--- config.mk ---
export PLATFORM = sky130hd
export DESIGN_NAME = dbg_stream_buffer
export DESIGN_NICKNAME = d
export VERILOG_FILES = /design/src/rtl/dbg_stream_buffer.sv
export SDC_FILE = /design/constraint.sdc
export NUM_CORES = 1
export LEC_CHECK = 0
export CAP_MARGIN = 40
export CORE_AREA = 4 4 165 167
export DETAILED_ROUTE_END_ITERATION = 8
export DIE_AREA = 0 0 169 171
export HOLD_SLACK_MARGIN = 0.05
export PLACE_DENSITY = 0.87
export SLEW_MARGIN = 10
export SYNTH_ARGS = -nofsm -noshare
export SYNTH_HDL_FRONTEND = slang
export SYNTH_SLANG_ARGS = --single-unit
--- constraint.sdc ---
create_clock -name clk -period 4.1 [get_ports clk]
set_input_delay 0.82 -clock clk [delete_from_list [all_inputs] [get_ports clk]]
set_output_delay 0.82 -clock clk [all_outputs]
set_load 0.02 [all_outputs]
--- src/rtl/dbg_stream_buffer.sv ---
// rtl/dbg_stream_buffer.sv - bidirectional byte FIFO bridge for the debug bytestream channel
// TX carries SoC->host bytes, RX carries host->SoC bytes; both expose levels and byte counters.
module dbg_stream_buffer #(
  parameter int TX_DEPTH_LOG2 = 4,
  parameter int RX_DEPTH_LOG2 = 4
) (
  input  logic                     clk,
  input  logic                     reset,
  input  logic [7:0]               soc_tx_data,
  input  logic                     soc_tx_has_data,
  output logic                     soc_tx_consume,
  output logic [7:0]               host_tx_data,
  output logic                     host_tx_has_data,
  input  logic                     host_tx_consume,
  input  logic [7:0]               host_rx_data,
  input  logic                     host_rx_produce,
  output logic                     host_rx_has_space,
  output logic [7:0]               soc_rx_data,
  output logic                     soc_rx_produce,
  input  logic                     soc_rx_has_space,
  input  logic                     stat_clear,
  output logic [TX_DEPTH_LOG2:0]   tx_level,
  output logic [RX_DEPTH_LOG2:0]   rx_level,
  output logic [31:0]              tx_bytes,
  output logic [31:0]              rx_bytes,
  output logic                     rx_drop
);
  localparam int TX_DEPTH = 1 << TX_DEPTH_LOG2;
  localparam int RX_DEPTH = 1 << RX_DEPTH_LOG2;

  logic [7:0]             r_tx_mem [TX_DEPTH];
  logic [7:0]             r_rx_mem [RX_DEPTH];
  logic [TX_DEPTH_LOG2:0] r_tx_wr_ptr, r_tx_rd_ptr;
  logic [RX_DEPTH_LOG2:0] r_rx_wr_ptr, r_rx_rd_ptr;
  logic [31:0]            r_tx_bytes, r_rx_bytes;
  logic                   r_rx_drop;

  logic w_tx_empty, w_tx_full, w_tx_push, w_tx_pop;
  logic w_rx_empty, w_rx_full, w_rx_push, w_rx_pop, w_rx_overrun;

  assign w_tx_empty = (r_tx_wr_ptr == r_tx_rd_ptr);
  assign w_tx_full  = (r_tx_wr_ptr[TX_DEPTH_LOG2] != r_tx_rd_ptr[TX_DEPTH_LOG2]) &&
                      (r_tx_wr_ptr[TX_DEPTH_LOG2-1:0] == r_tx_rd_ptr[TX_DEPTH_LOG2-1:0]);
  assign w_rx_empty = (r_rx_wr_ptr == r_rx_rd_ptr);
  assign w_rx_full  = (r_rx_wr_ptr[RX_DEPTH_LOG2] != r_rx_rd_ptr[RX_DEPTH_LOG2]) &&
                      (r_rx_wr_ptr[RX_DEPTH_LOG2-1:0] == r_rx_rd_ptr[RX_DEPTH_LOG2-1:0]);

  // Ready-style outputs are also gated by reset so they read 0 while it is held.
  assign w_tx_push    = reset & soc_tx_has_data & ~w_tx_full;
  assign w_tx_pop     = host_tx_consume & ~w_tx_empty;
  assign w_rx_push    = reset & host_rx_produce & ~w_rx_full;
  assign w_rx_overrun = host_rx_produce & w_rx_full;
  assign w_rx_pop     = soc_rx_has_space & ~w_rx_empty;

  assign soc_tx_consume    = w_tx_push;
  assign host_tx_has_data  = ~w_tx_empty;
  assign host_tx_data      = w_tx_empty ? 8'h00 : r_tx_mem[r_tx_rd_ptr[TX_DEPTH_LOG2-1:0]];
  assign host_rx_has_space = reset & ~w_rx_full;
  assign soc_rx_produce    = w_rx_pop;
  assign soc_rx_data       = w_rx_empty ? 8'h00 : r_rx_mem[r_rx_rd_ptr[RX_DEPTH_LOG2-1:0]];

  assign tx_level = r_tx_wr_ptr - r_tx_rd_ptr;
  assign rx_level = r_rx_wr_ptr - r_rx_rd_ptr;
  assign tx_bytes = r_tx_bytes;
  assign rx_bytes = r_rx_bytes;
  assign rx_drop  = r_rx_drop;

  always_ff @(posedge clk) begin
    if (w_tx_push) r_tx_mem[r_tx_wr_ptr[TX_DEPTH_LOG2-1:0]] <= soc_tx_data;
    if (w_rx_push) r_rx_mem[r_rx_wr_ptr[RX_DEPTH_LOG2-1:0]] <= host_rx_data;
  end

  always_ff @(posedge clk or negedge reset) begin
    if (!reset) begin
      r_tx_wr_ptr <= '0;
      r_tx_rd_ptr <= '0;
      r_rx_wr_ptr <= '0;
      r_rx_rd_ptr <= '0;
    end else begin
      if (w_tx_push) r_tx_wr_ptr <= r_tx_wr_ptr + 1'b1;
      if (w_tx_pop)  r_tx_rd_ptr <= r_tx_rd_ptr + 1'b1;
      if (w_rx_push) r_rx_wr_ptr <= r_rx_wr_ptr + 1'b1;
      if (w_rx_pop)  r_rx_rd_ptr <= r_rx_rd_ptr + 1'b1;
    end
  end

  // A clear wins over any transfer or drop landing on the same edge.
  always_ff @(posedge clk or negedge reset) begin
    if (!reset) begin
      r_tx_bytes <= '0;
      r_rx_bytes <= '0;
      r_rx_drop  <= 1'b0;
    end else if (stat_clear) begin
      r_tx_bytes <= '0;
      r_rx_bytes <= '0;
      r_rx_drop  <= 1'b0;
    end else begin
      if (w_tx_pop)     r_tx_bytes <= r_tx_bytes + 32'd1;
      if (w_rx_push)    r_rx_bytes <= r_rx_bytes + 32'd1;
      if (w_rx_overrun) r_rx_drop  <= 1'b1;
    end
  end
endmodule

After elaboration in Yosys (flattened, before gate mapping)
Memory sizes are Yosys's and may differ from the RTL's.
Index checks and enable logic that the tools add are counted.
Word-level totals
  flip-flop bits (word level): 85
  bits in writable memories: 256
  input port bits: 23
  output and inout bits: 95
  logic and storage cells: 52
  memories: 2
Operators by class
  add/sub/neg operators: 8
  equality and inequality tests: 6
  multiplexer cells: 12
  bitwise gates (word level): 12
  reductions and logical operators: 5
Memory list
  r_rx_mem: words 16, bits a word 8, rd ports 1, clocked after memory_dff 0, write ports 1, RTL line 32  | logic [7:0] r_rx_mem [RX_DEPTH];
  r_tx_mem: words 16, bits a word 8, rd ports 1, clocked after memory_dff 0, write ports 1, RTL line 31  | logic [7:0] r_tx_mem [TX_DEPTH];
Operators by type and width (count)
  two-way mux 32 bit: 4
  adder 32 x 1 -> 32 bit (second input constant): 2
  adder 5 x 1 -> 5 bit (second input constant): 4
  two-way mux 8 bit: 2
  == test 5 bit: 2
  subtractor 5 bit: 2
  bitwise AND 1 bit: 8
  == test 4 bit: 2
  two-way mux 1 bit: 6
  nonzero test 2 bit: 3
  inverter 1 bit: 4
  logical AND 1 bit: 2
  inequality test 1 bit: 2

Longest topological paths before layout
Gate-level depths: netlist of the first run.
  word-level depth: 6
  gate-level depth with buffers: 10
  mapped depth without buffers: 7

Worst setup path before layout of the first run
OpenSTA, ideal clock, no wires.
  path kind: reg-to-reg
  start: register r_tx_rd_ptr[3]
  end: memory r_tx_mem[3][0], enable pin
  library setup time: 0.383 ns
  arrival time: 3.277 ns
  data required time: 3.717 ns
  setup slack: 0.440 ns
  stages on the path, launching flop included: 9
  path buffers: 2
  clock period less this slack: 3.660 ns
  cells stage by stage: dfrtp_1 -> inv_2 -> buf_1 -> ha_1 -> and4_1 -> clkbuf_1 -> a21oi_1 -> nand2_1 -> nor3_1
Between the ends
  longest elaborated chain between the ends: 6
RTL lines
  start: declaration: RTL line 33  | logic [TX_DEPTH_LOG2:0] r_tx_wr_ptr, r_tx_rd_ptr;
  start signal: assignment: RTL line 81  | if (w_tx_pop) r_tx_rd_ptr <= r_tx_rd_ptr + 1'b1;
  == test 4 bit: RTL line 43  | (r_tx_wr_ptr[TX_DEPTH_LOG2-1:0] == r_tx_rd_ptr[TX_DEPTH_LOG2-1:0]);
  logical AND 1 bit: RTL line 42  | assign w_tx_full = (r_tx_wr_ptr[TX_DEPTH_LOG2] != r_tx_rd_ptr[TX_DEPTH_LOG2]) &&
  inverter 1 bit: RTL line 49  | assign w_tx_push = reset & soc_tx_has_data & ~w_tx_full;
  bitwise AND 1 bit: RTL line 49
  via soc_tx_consume: RTL line 11  | output logic soc_tx_consume,
  two-way mux 1 bit: RTL line 69  | if (w_tx_push) r_tx_mem[r_tx_wr_ptr[TX_DEPTH_LOG2-1:0]] <= soc_tx_data;
  two-way mux 1 bit (not written as such): RTL line 69
  end: declaration: RTL line 31
The timed path passes the listed nets, and every way through them passes these cells.

Final worst setup path of the first run
  start: register r_rx_wr_ptr[3]
  end: output soc_rx_data[0]
Between the ends
  longest elaborated chain between the ends: 2
RTL lines
  start: declaration: RTL line 34  | logic [RX_DEPTH_LOG2:0] r_rx_wr_ptr, r_rx_rd_ptr;
  start signal: assignment: RTL line 82  | if (w_rx_push) r_rx_wr_ptr <= r_rx_wr_ptr + 1'b1;
  == test 5 bit: RTL line 44  | assign w_rx_empty = (r_rx_wr_ptr == r_rx_rd_ptr);
  two-way mux 8 bit: RTL line 60  | assign soc_rx_data = w_rx_empty ? 8'h00 : r_rx_mem[r_rx_rd_ptr[RX_DEPTH_LOG2-1:0]];
  end: declaration: RTL line 18  | output logic [7:0] soc_rx_data,
Every way passes these cells.

==> results of run 1 <==
where the power goes:
| part | leakage [nW] | internal (mW) | switching (mW) |
|---|---|---|---|
| combinational | 2.06 | 1.83 | 2.27 |
| clock | 0.628 | 2.10 | 1.38 |
| sequential | 3.45 | 3.97 | 0.210 |
critical path, delay by kind of cell (launching register included):
| kind | cells | cell delay [ns] |
|---|---|---|
| adders and majority gates | 1 | 0.36 |
| buffers and inverters | 1 | 0.65 |
| DFF | 1 | 0.61 |
| and+or+nand+nor | 3 | 0.65 |
| AOI/OAI and AO/OA | 1 | 0.32 |
stage by stage:
step | utilization [%] | setup WS (ns) | cell area, sq um | hold WS (ns)
after floorplan | - | 0.440 | 14800 | 0.486
after global placement | 63.6 | 0.875 | 16400 | 0.476
after detailed placement | 63.7 | 0.786 | 16400 | 0.494
after CTS | 68.7 | 0.170 | 17700 | 0.157
after global routing | 68.7 | 0.0308 | 17700 | 0.171
final | 68.7 | 0.156 | 17700 | 0.174
state kept, by name (all words and copies together) (netlist names):
register	count
r_rx_mem	128
rx_drop	1
r_tx_rd_ptr	5
r_rx_wr_ptr	5
r_rx_rd_ptr	5
r_tx_mem	128
tx_bytes	32
rx_bytes	32
r_tx_wr_ptr	5
routing by layer:
metal  routed length (um)  part of all wire (%)
met3                 2420                   7.1
met5                    0                     0
met1                13100                    39
met2                17200                    51
met4                 1110                   3.3
synthesized netlist by cell type, types with 2 or more instances:
library cell / instances / area (sq um)
o31ai_1: 31 / 233
and2_1: 9 / 56.3
inv_1: 19 / 71.3
and3_1: 14 / 87.6
a211oi_1: 2 / 15.0
xor2_1: 10 / 87.6
nand2b_1: 2 / 12.5
nor4_1: 5 / 31.3
xnor2_1: 27 / 236
a21o_1: 5 / 37.5
a21oi_1: 50 / 250
nor2b_1: 8 / 50.1
or3_1: 9 / 56.3
o22ai_1: 16 / 100
nand2_1: 42 / 158
nor2_1: 37 / 139
buf_2: 9 / 45.0
or4_1: 34 / 255
mux2i_1: 32 / 320
nand3_1: 23 / 115
a2111o_1: 2 / 22.5
ha_1: 20 / 250
dfrtp_1: 85 / 2130
buf_1: 6 / 22.5
edfxtp_1: 256 / 7690
mux4_2: 64 / 1440
nor3b_1: 4 / 30.0
a21boi_1: 2 / 15.0
clkbuf_1: 34 / 128
and4_1: 13 / 114
fa_1: 2 / 40.0
o2111ai_1: 5 / 43.8
nand4_1: 29 / 181
mux2_2: 8 / 90.1
o21ai_0: 17 / 85.1
o211ai_1: 4 / 30.0
nor3_1: 7 / 35.0
inv_2: 2 / 7.51
area by class of cell:
| cell class | count | area (sq um) |
|---|---|---|
| Clock buffer | 40 | 958 |
| Clock inverter | 28 | 337 |
| Fill cell | 1621 | 8050 |
| Inverter | 21 | 78.8 |
| Multi-Input combinational cell | 541 | 4700 |
| Sequential cell | 341 | 9820 |
| Tap cell | 335 | 419 |
| Timing Repair Buffer | 144 | 1400 |
logic make-up after synthesis:
| logic type | Yosys count | share of synthesized area (%) |
|---|---|---|
| compound gates | 139 | 5.92 |
| xor+xnor | 38 | 2.30 |
| fa+ha+maj | 22 | 1.96 |
| buf+inv | 70 | 1.85 |
| flops | 341 | 66.4 |
| mux | 104 | 12.5 |
| simple gates | 238 | 9.06 |
worst paths after layout:
kind / cells past startpoint / endpoint / slack (ns)
min: 1 / tx_bytes[19] / 0.17
max in group asynchronous: 3 / rx_bytes[18] / 2.99
max: 6 / soc_rx_data[0] / 0.16
max reg2reg: 6 / r_tx_mem[13][6] / 1.31
min reg2reg: 2 / rx_drop / 0.50
min in group clk: 2 / rx_drop / 0.50
==> metrics.md, run 1 <==
| Metric | Value |
|---|---|
| Sequence of cells on the critical path | ha_1 -> and4_1 -> nand2_1 -> nand2_1 -> o22ai_1 -> clkdlybuf4s50_1 |
| Number of post-CTS setup repair buffers | 0 |
| Maximum clock path buffer count | 3 |
| Die span in x | 169 um |
| Result of the run | finished, final reports clean |
| Setup crit end kind | output pin |
| Area Growth Syn to Fin | 19.8% |
| Drt via density | 6.36 |
| Number of nets with antenna violations after detailed routing | 0 |
| Mapped cell area | 0.0148 sq mm |
| Commonest non-fill, non-tap cells in the layout | edfxtp_1, clkdlybuf4s50_1, dfrtp_1, mux4_2, a21oi_1 |
| Die Footprint | 0.0289 sq mm |
| Total of buffers placed on input and output ports | 117 |
| Synthesis warning total | 0 |
| Final-report max-slew violation count | 0 |
| Met2 GRT Util | 40.0% |
| Maximum number of pins on one net before global-route repair | 51 |
| Max-Cap Viols | 0 |
| Die outline height | 171 um |
| Global-route wire length before repair | 53100 um |
| Final critical delay including setup and external delays | 3.94 ns |
| Setup clock skew after layout | 0.0298 ns |
| CTS Hold Bufs | 0 |
| Global-route congestion overflow total | 0 |
| Tightest Hold Check Type | in2async |
| Number of storage elements in the synthesis netlist | 341 |
| Met1 layer usage reported by global route | 31.9% |
| Power after layout | 11.8 mW |
| Post_cts resized | 0 |
| Mean cell area of the mapped netlist | 15.5 sq um |
| Placed instance count | 1382 |
| Number of antenna violations at the first check in global routing | 0 |
| Path type of the worst setup path | reg2out |
| Busiest layer in global routing | met2 |
| Via count of the first global-routing pass | 9199 |
| Max-slew headroom | 34.8% |
| Total power density per cell area | 664 mW/mm^2 |
| Clock root buffer master | clkbuf_16 |
| Final cycle utilization of the critical path | 96.2% |
| Maximum frequency from static timing analysis | 254 MHz |
| Tightest Pin Transition | 0.977 ns |
| Clock-pin slew reported for the worst setup and hold paths after clock tree synthesis | 0.06 ns |
| Most common cell after layout, fill and taps aside | edfxtp_1 |
| Number of top-level pins | 118 |
| TritonCTS clock tree | built |
| Total DRC errors in the routed layout | 0 |
| Sink count of the clock tree | 341 |
| WL per Instance | 23.3 um |
| Number of clock buffers inserted by TritonCTS | 37 |
| Wire length reported by the detailed router | 33800 um |
| Via Count | 9229 |
| GPL Wtd Cong | 0.853 |
| Post-synth net total | 997 |
| Std-Cell Rows | 59 |
| Detailed-placement wirelength estimate | 21900 um |
| Data arrival time of the critical path | 3.12 ns |
| Main flop type after synthesis | edfxtp_1 |
| Placeable core region | 0.0258 sq mm |
| Fraction of final layout cells sized beyond drive strength 1 | 14.9% |
| Global Route met3 Usage | 3.81% |
| Post-synthesis sequential area ratio | 66.4% |
| Non-filler cells in the finished layout | 1450 |
| R2r startpoint | r_tx_wr_ptr[2] |
| Total iterations of the first detailed-routing run | 5 |
| Leak | 6.14 nW |
| Cell mode on critical path | nand2_1 |
| NumNets Final | 1131 |
| Iteration-0 DRC count of the detailed router | 1219 |
| H-tree lvl count | 2 |
| Post-Route Setup TNS | 0 ns |
| Count of unique library cells instantiated by Yosys | 46 |
| Beginning of the critical path | r_rx_wr_ptr[3] |
| Setup repair after global routing missed its margin | false |
| Cell with the biggest individual delay on the critical path | clkdlybuf4s50_1 |
| Worst Setup Start Kind | register |
| Worst supply voltage drop on vdd | 961 uV |
| Largest stage delay on the critical path | 0.65 ns |
| Initial Util | 57.4% |
| Antenna cell count | 0 |
| Required time at the endpoint of the critical path | 3.28 ns |
| Final hold vios | 0 |
| Worst-skew pair later-pin latency | 0.53 ns |
| Final setup violation count | 0 |
| Maximum fanout count along the critical path | 15 |
| Async set-reset flop share out of synthesis | 24.9% |
| Number of standard cells after synthesis | 952 |
| All-Layer GR Usage | 23.7% |
| Number of synthesized flops with an enable pin | 256 |
No activity file was read; power rests on OpenSTA's default activity.
==> run 2: changes to the inputs <==
clock period = 3.65 ns   (was 4.1 ns; I/O delays follow)
==> run 2 against run 1 <==
  * Die area did not move
  * Via count decreased by 1.2%
  * Clock power about the same
==> metrics.md, run 2 (synthesis gave the netlist of run 1 again) <==
| Metric | Value |
|---|---|
| Final setup violation count | 0 (unchanged) |
| Global Route met3 Usage | 3.90% (was 3.81%) |
| Final-report max-slew violation count | 0 (unchanged) |
| Maximum frequency from static timing analysis | 286 MHz |
| Result of the run | finished, final reports clean (unchanged) |
| All-Layer GR Usage | 23.0% (was 23.7%) |
| Final cycle utilization of the critical path | 96.0% |
| NumNets Final | 1131 (unchanged) |
| Setup crit end kind | output pin (unchanged) |
| Number of antenna violations at the first check in global routing | 0 (unchanged) |
| Final critical delay including setup and external delays | 3.50 ns |
| Std-Cell Rows | 59 (unchanged) |
| Tightest Pin Transition | 0.877 ns (was 0.977 ns) |
| Worst Setup Start Kind | register (unchanged) |
| Cell depth of the worst flop-to-flop path | 6 (unchanged) |
| Area occupied by registers | 0.00982 sq mm (about the same) |
| Data arrival time of the critical path | 2.77 ns (was 3.12 ns) |
| Path type of the worst setup path | reg2out (unchanged) |
| Clock-pin slew reported for the worst setup and hold paths after clock tree synthesis | 0.07 ns (was 0.06 ns) |
| Drt via density | 6.29 (was 6.36) |
| Maximum fanout count along the critical path | 11 (was 15) |
| Busiest layer in global routing | met2 (unchanged) |
| Detailed-placement wirelength estimate | 21800 um (was 21900 um) |
| Total power density per cell area | 721 mW/mm^2 (was 664 mW/mm^2) |
| Required time at the endpoint of the critical path | 2.92 ns (was 3.28 ns) |
| Tightest Hold Check Type | in2async (unchanged) |
| Max-Cap Viols | 0 (unchanged) |
| Initial Util | 57.4% (unchanged) |
| Via count of the first global-routing pass | 9085 (was 9199) |
| Worst hold slack across all endpoints | 0.123 ns (was 0.174 ns) |
| Post-Route Setup TNS | 0 ns (unchanged) |
| Placeable core region | 0.0258 sq mm (unchanged) |
| Footprint of the multi-input gates | 0.00471 sq mm (was 0.00470 sq mm) |
| Die Footprint | 0.0289 sq mm (unchanged) |
| Setup clock skew after layout | 0.0291 ns (was 0.0298 ns) |
| Met1 layer usage reported by global route | 31.3% (was 31.9%) |
| R2r startpoint | r_tx_wr_ptr[2] (unchanged) |
| Area Growth Syn to Fin | 19.1% (was 19.8%) |
| Final hold vios | 0 (unchanged) |
| Sink count of the clock tree | 341 (unchanged) |
| Internal reg-to-reg setup slack | 0.84 ns (was 1.31 ns) |
| Worst supply voltage drop on vdd | 736 uV (was 961 uV) |
| WL per Instance | 22.9 um (was 23.3 um) |
| Setup WS post-layout | 0.148 ns (was 0.156 ns) |
| Number of nets with antenna violations after detailed routing | 0 (unchanged) |
| Iteration-0 DRC count of the detailed router | 943 (was 1219) |
| Final design instance area without fill | 0.0176 sq mm (was 0.0177 sq mm) |
| Clock root buffer master | clkbuf_16 (unchanged) |
| Fraction of final layout cells sized beyond drive strength 1 | 15.0% (was 14.9%) |
| Setup repair after global routing missed its margin | false (unchanged) |
| Die outline height | 171 um (unchanged) |
| Reg-to-Reg End | r_tx_mem[8][5] (was r_tx_mem[13][6]) |
| Total of buffers placed on input and output ports | 117 (unchanged) |
| TritonCTS clock tree | built (unchanged) |
| Wire length reported by the detailed router | 33100 um (was 33800 um) |
| Via Count | 9115 (was 9229) |
| Max-slew headroom | 41.2% (was 34.8%) |
| Number of clock buffers inserted by TritonCTS | 35 (was 37) |
| Post-placement worst setup slack | 0.455 ns (was 0.786 ns) |
| Placed instance count | 1383 (was 1382) |
| Number of top-level pins | 118 (unchanged) |
| Number of filler instances in the final layout | 1648 (was 1621) |
| Global-route wire length before repair | 52000 um (was 53100 um) |
| Maximum number of pins on one net before global-route repair | 36 (was 51) |
| GPL Wtd Cong | 0.827 (was 0.853) |
| Antenna cell count | 0 (unchanged) |
| Non-filler cells in the finished layout | 1448 (was 1450) |
| Worst-skew pair later-pin latency | 0.53 ns (about the same) |
| Global-route congestion overflow total | 0 (unchanged) |
| Total iterations of the first detailed-routing run | 7 (was 5) |
| Most common cell after layout, fill and taps aside | edfxtp_1 (unchanged) |
| Leak | 6.19 nW (was 6.14 nW) |
| Post-route core utilization | 68.3% (was 68.7%) |
| Total DRC errors in the routed layout | 0 (unchanged) |
| Power after layout | 12.7 mW (was 11.8 mW) |
| H-tree lvl count | 2 (unchanged) |
| Maximum clock path buffer count | 3 (unchanged) |
| Standard cell area after detailed placement | 0.0164 sq mm (about the same) |
| Commonest non-fill, non-tap cells in the layout | edfxtp_1, clkdlybuf4s50_1, dfrtp_1, mux4_2, a21oi_1 (unchanged) |
| Met2 GRT Util | 39.3% (was 40.0%) |
| Die span in x | 169 um (unchanged) |
-- run 2: final cells by class --
class	count	share of cell area, %
multi-input cells	541	26.7
repair buffers	146	8.22
clock inverters	14	0.760
well taps	335	2.38
flip-flops and latches	341	55.8
inverters	21	0.448
clock buffers	50	5.69
-- run 2: repair_timing --
item / in CTS / in global routing
hold buffers: 0 / 0
resized for setup: 12 / 9
setup endpoints to repair: 17 / 8
setup buffers: 1 / 0
hold endpoints to repair: 0 / 0
-- run 2: how the worst max path moves through the flow --
stage | start | endpoint | slack (ns) | depth (start not counted)
6_report | r_tx_wr_ptr[2] | host_tx_data[6] | 0.15 | 6
5_1_grt | r_tx_wr_ptr[2] | host_tx_data[6] | 0.02 | 6
3_5_place_dp | r_rx_wr_ptr[2] | soc_rx_data[4] | 0.45 | 6
4_1_cts | r_rx_wr_ptr[2] | soc_rx_data[0] | 0.006 | 6
3_3_place_gp | r_tx_wr_ptr[2] | host_tx_data[5] | 0.52 | 6
2_1_floorplan | r_rx_rd_ptr[2] | r_rx_mem[7][0] | 0.16 | 9
-- run 2: critical path, stage by stage (launching register included) --
cell           delay (ns)
dfrtp_1              0.50
ha_1                 0.41
and4_1               0.30
nand2_1              0.14
nand2_1              0.23
o22ai_1              0.28
dlygate4sd2_1        0.39
-- run 2: metal layers --
metal	wire length (um)	share of wire, %
met1	13300	40
met2	17100	51
met3	2130	6.4
met4	624	1.9
met5	0	0
-- run 2: where the power goes --
part | leakage (nW) | total (mW) | switching (mW) | internal [mW]
sequential | 3.45 | 4.69 | 0.234 | 4.46
combinational | 2.18 | 4.51 | 2.52 | 2.00
clock | 0.560 | 3.49 | 1.47 | 2.01
total | 6.19 | 12.7 | 4.23 | 8.46
==> run 3: changes to the inputs <==
ABC_AREA = 1   (was unset)
CORE_AREA = 4 4 171 173   (was 4 4 165 167)
DIE_AREA = 0 0 175 177   (was 0 0 169 171)
RECOVER_POWER = 25   (was unset)
==> run 3 against run 2 <==
  * Register-to-register slack worse by 0.14 ns
  * Critical path depth rose by 2
  * Area after synthesis increased by 8.8%
  * Clock skew down 0.0080 ns
  * Synthesized cell count grew 85%
  * The run now ends with max-capacitance violations, max-slew violations left
  * Die area rose by 7.2%
  * Via count up 39%
  * Combinational power up 15%
  * Largest power group is now combinational logic
==> metrics.md, run 3 <==
| Metric | Value |
|---|---|
| Violated checks | max-capacitance violations, max-slew violations |
| Post-placement worst setup slack | 0.537 ns (was 0.455 ns) |
| Final hold vios | 0 (unchanged) |
| Standard cell area after detailed placement | 0.0176 sq mm (was 0.0164 sq mm) |
| Async set-reset flop share out of synthesis | 24.9% (unchanged) |
| Path type of the worst setup path | reg2out (unchanged) |
| Global-route wire length before repair | 63400 um (was 52000 um) |
| Global-route congestion overflow total | 0 (unchanged) |
| Net Sw Frac | 38.0% (was 33.3%) |
| Min-delay src | r_tx_wr_ptr[4] |
| Setup repair after global routing missed its margin | false (unchanged) |
| GPL Wtd Cong | 0.993 (was 0.827) |
| Internal reg-to-reg setup slack | 0.70 ns (was 0.84 ns) |
| Setup crit end kind | output pin (unchanged) |
| Top cells by count, synth | nand2_1, nor2_1, edfxtp_1, inv_1, nand3_1 (was edfxtp_1, dfrtp_1, mux4_2, a21oi_1, nand2_1) |
| Sequential Power Share | 34.8% (was 37.0%) |
| Leak | 7.77 nW (was 6.19 nW) |
| Reg-to-Reg End | r_rx_mem[4][0] (was r_tx_mem[8][5]) |
| Post-synth net total | 1808 (was 997) |
| Internal Pwr Total | 8.35 mW (was 8.46 mW) |
| WL per Instance | 17.4 um (was 22.9 um) |
| Maximum frequency from static timing analysis | 282 MHz (was 286 MHz) |
| Mapped cell area | 0.0161 sq mm (was 0.0148 sq mm) |
| Tightest Hold Check Type | reg2reg (was in2async) |
| Main flop type after synthesis | edfxtp_1 (unchanged) |
| Number of antenna violations at the first check in global routing | 0 (unchanged) |
| Final critical delay including setup and external delays | 3.54 ns (was 3.50 ns) |
| Number of top-level pins | 118 (unchanged) |
| Maximum clock path buffer count | 3 (unchanged) |
| Largest stage delay on the critical path | 0.64 ns (was 0.50 ns) |
| Beginning of the critical path | r_tx_rd_ptr[3] (was r_tx_wr_ptr[2]) |
| Number of standard cells after synthesis | 1763 (was 952) |
| Total of buffers placed on input and output ports | 117 (unchanged) |
| TritonCTS clock tree | built (unchanged) |
| Share of the synthesized area in the top cell type | 47.8% (was 52.0%) |
| Leading post-synthesis cells by cell area | edfxtp_1, dfrtp_1, nand2_1, nor2_1, nand3_1 (was edfxtp_1, dfrtp_1, mux4_2, mux2i_1, or4_1) |
| Most common cell after layout, fill and taps aside | nand2_1 (was edfxtp_1) |
| Sequence of cells on the critical path | inv_2 -> ha_1 -> nand2_1 -> nor2_2 -> nand2_2 -> inv_1 -> a21oi_1 -> clkdlybuf4s50_1 (was ha_1 -> and4_1 -> nand2_1 -> nand2_1 -> o22ai_1 -> dlygate4sd2_1) |
| Maximum fanout count along the critical path | 10 (was 11) |
| Non-filler cells in the finished layout | 2288 (was 1448) |
| Tightest Pin Transition | 1.68 ns (was 0.877 ns) |
| Data arrival time of the critical path | 2.81 ns (was 2.77 ns) |
| Antenna cell count | 0 (unchanged) |
| Final design instance area without fill | 0.0188 sq mm (was 0.0176 sq mm) |
| Worst hold slack across all endpoints | 0.494 ns (was 0.123 ns) |
| CP Capture Point | host_tx_data[1] (was host_tx_data[6]) |
| Total iterations of the first detailed-routing run | 6 (was 7) |
| Fraction of final layout cells sized beyond drive strength 1 | 5.92% (was 15.0%) |
| Number of synthesized flops with an enable pin | 256 (unchanged) |
| Cell depth of the worst flop-to-flop path | 9 (was 6) |
| Number of nets with antenna violations after detailed routing | 0 (unchanged) |
| H-tree lvl count | 2 (unchanged) |
| Max-Cap Viols | 1 (was 0) |
| Synthesis warning total | 0 (unchanged) |
| Kind of cell with the highest combined delay on the critical path | buffers and inverters (was simple AND/OR/NAND/NOR gates) |
| R2r startpoint | r_rx_rd_ptr[2] (was r_tx_wr_ptr[2]) |
| Die Footprint | 0.0310 sq mm (was 0.0289 sq mm) |
| Result of the run | complete, but fails checks (was finished, final reports clean) |
| Post-synthesis sequential area ratio | 61.0% (was 66.4%) |
| Std-Cell Rows | 61 (was 59) |
| Cell with the biggest individual delay on the critical path | clkdlybuf4s50_1 (was dfrtp_1) |
| Setup clock skew after layout | 0.0212 ns (was 0.0291 ns) |
| Max-slew headroom | -12.2% (was 41.2%) |
| Via Count | 12600 (was 9115) |
| Die outline height | 177 um (was 171 um) |
| Required time at the endpoint of the critical path | 2.92 ns (about the same) |
| Mean cell area of the mapped netlist | 9.12 sq um (was 15.5 sq um) |
| Most instantiated library cell after synthesis | nand2_1 (was edfxtp_1) |
| Wire length reported by the detailed router | 39700 um (was 33100 um) |
| Worst supply voltage drop on vdd | 1060 uV (was 736 uV) |
| Drt via density | 5.53 (was 6.29) |
| Clock root buffer master | clkbuf_16 (unchanged) |
| Total power density per cell area | 715 mW/mm^2 (was 721 mW/mm^2) |
| Clock-pin slew reported for the worst setup and hold paths after clock tree synthesis | 0.06 ns (was 0.07 ns) |
| Placeable core region | 0.0276 sq mm (was 0.0258 sq mm) |
| Sink count of the clock tree | 341 (unchanged) |
| Number of storage elements in the synthesis netlist | 341 (unchanged) |
| Post-Route Setup TNS | 0 ns (unchanged) |
| Commonest non-fill, non-tap cells in the layout | nand2_1, nor2_1, edfxtp_1, inv_1, nand3_1 (was edfxtp_1, clkdlybuf4s50_1, dfrtp_1, mux4_2, a21oi_1) |
| Area Growth Syn to Fin | 17.1% (was 19.1%) |
| Final setup violation count | 0 (unchanged) |
| Number of clock buffers inserted by TritonCTS | 36 (was 35) |
| Total DRC errors in the routed layout | 0 (unchanged) |
| Detailed-placement wirelength estimate | 26200 um (was 21800 um) |
| Maximum number of pins on one net before global-route repair | 66 (was 36) |
| Die span in x | 175 um (was 169 um) |
| Combinational share of power | 38.5% (was 35.6%) |
| Initial Util | 58.2% (was 57.4%) |
| Share of total power in the clock network | 26.7% (was 27.5%) |
| All-Layer GR Usage | 25.5% (was 23.0%) |
| Final-report max-slew violation count | 30 (was 0) |
| Placed instance count | 2218 (was 1383) |
| Count of unique library cells instantiated by Yosys | 36 (was 46) |
| Biggest area consumer among synthesized cells | edfxtp_1 (unchanged) |
| Via count of the first global-routing pass | 12400 (was 9085) |
| Buffers and inverters on the worst path | 3 (was 1) |
| Net switching power | 5.12 mW (was 4.23 mW) |
| NumNets Final | 1928 (was 1131) |
| Stages on worst setup path | 8 (was 6) |
| Worst-skew pair later-pin latency | 0.55 ns (was 0.53 ns) |
| Worst Setup Start Kind | register (unchanged) |
| Final cycle utilization of the critical path | 97.0% (was 96.0%) |
| Setup WS post-layout | 0.108 ns (was 0.148 ns) |
| Iteration-0 DRC count of the detailed router | 1325 (was 943) |
| Power after layout | 13.5 mW (was 12.7 mW) |
| Post-route core utilization | 68.2% (was 68.3%) |
| Number of filler instances in the final layout | 2030 (was 1648) |
## run 3: changes by cell type after synthesis, moves of 30 or more
cell,change
nor2_1,+254
or4_1,-34
o21ai_0,+42
inv_1,+169
mux2i_1,-32
nand2_1,+462
nand3_1,+142
mux4_2,-64
o31ai_1,-30
## run 3: worst min path at each step
stage                                end  slack (ns)  cells past startpoint
after floorplan           r_rx_rd_ptr[0]        0.43                      0
after global placement    r_tx_wr_ptr[4]        0.48                      1
after detailed placement  r_tx_wr_ptr[4]        0.49                      1
after CTS                 r_tx_wr_ptr[4]        0.50                      1
after global routing      r_tx_wr_ptr[4]        0.52                      1
final                     r_tx_wr_ptr[4]        0.49                      1
## run 3: cells by family after synthesis
| family | synth area share [%] |
|---|---|
| flops | 61.0 |
| fa+ha+maj | 1.80 |
| simple gates | 25.7 |
| xor+xnor | 1.36 |
| compound gates | 3.61 |
| buf+inv | 6.48 |
## run 3: timing repair
item	in CTS	in global routing
setup endpoints to repair	6	10
resized for setup	3	10
hold buffers	1	0
endpoints found under the hold margin	5	0
setup buffers	1	3
## run 3: routing by layer
| metal | wire, um | vias to the layer above | global-route usage (%) |
|---|---|---|---|
| li1 | - | 5924 | - |
| met1 | 15400 | 5971 | 32.4 |
| met2 | 19900 | 637 | 44.2 |
| met3 | 2960 | 114 | 4.55 |
| met4 | 1470 | 0 | 9.79 |
| met5 | 0 | - | 0 |
## run 3: power by group through the flow
| stage | combinational [mW] | sequential (mW) | clock [mW] |
|---|---|---|---|
| after global routing | 5.67 | 4.71 | 3.82 |
| final | 5.19 | 4.69 | 3.59 |
| after floorplan | 3.32 | 4.67 | 0 |
| after detailed placement | 5.04 | 4.75 | 0 |
| after global placement | 4.92 | 4.74 | 0 |
| after CTS | 5.11 | 4.68 | 3.62 |
## run 3: worst register-to-register path: stages (launching register included)
cell and delay [ns]:
dfrtp_2 0.51, inv_2 0.16, ha_1 0.37, nand2_1 0.11, nor2_1 0.07, nand2_2 0.14, nand2_4 0.20, inv_2 0.17
nand2_2 0.12, nor2_1 0.73
## run 3: cell type report
type	count	area (sq um)	area share [%]
Sequential cell	341	9820	52.1
Multi-Input combinational cell	1165	5230	27.8
Timing Repair Buffer	141	1390	7.40
Clock buffer	42	945	5.02
Inverter	198	749	3.98
Tap cell	378	473	2.51
Clock inverter	23	223	1.18
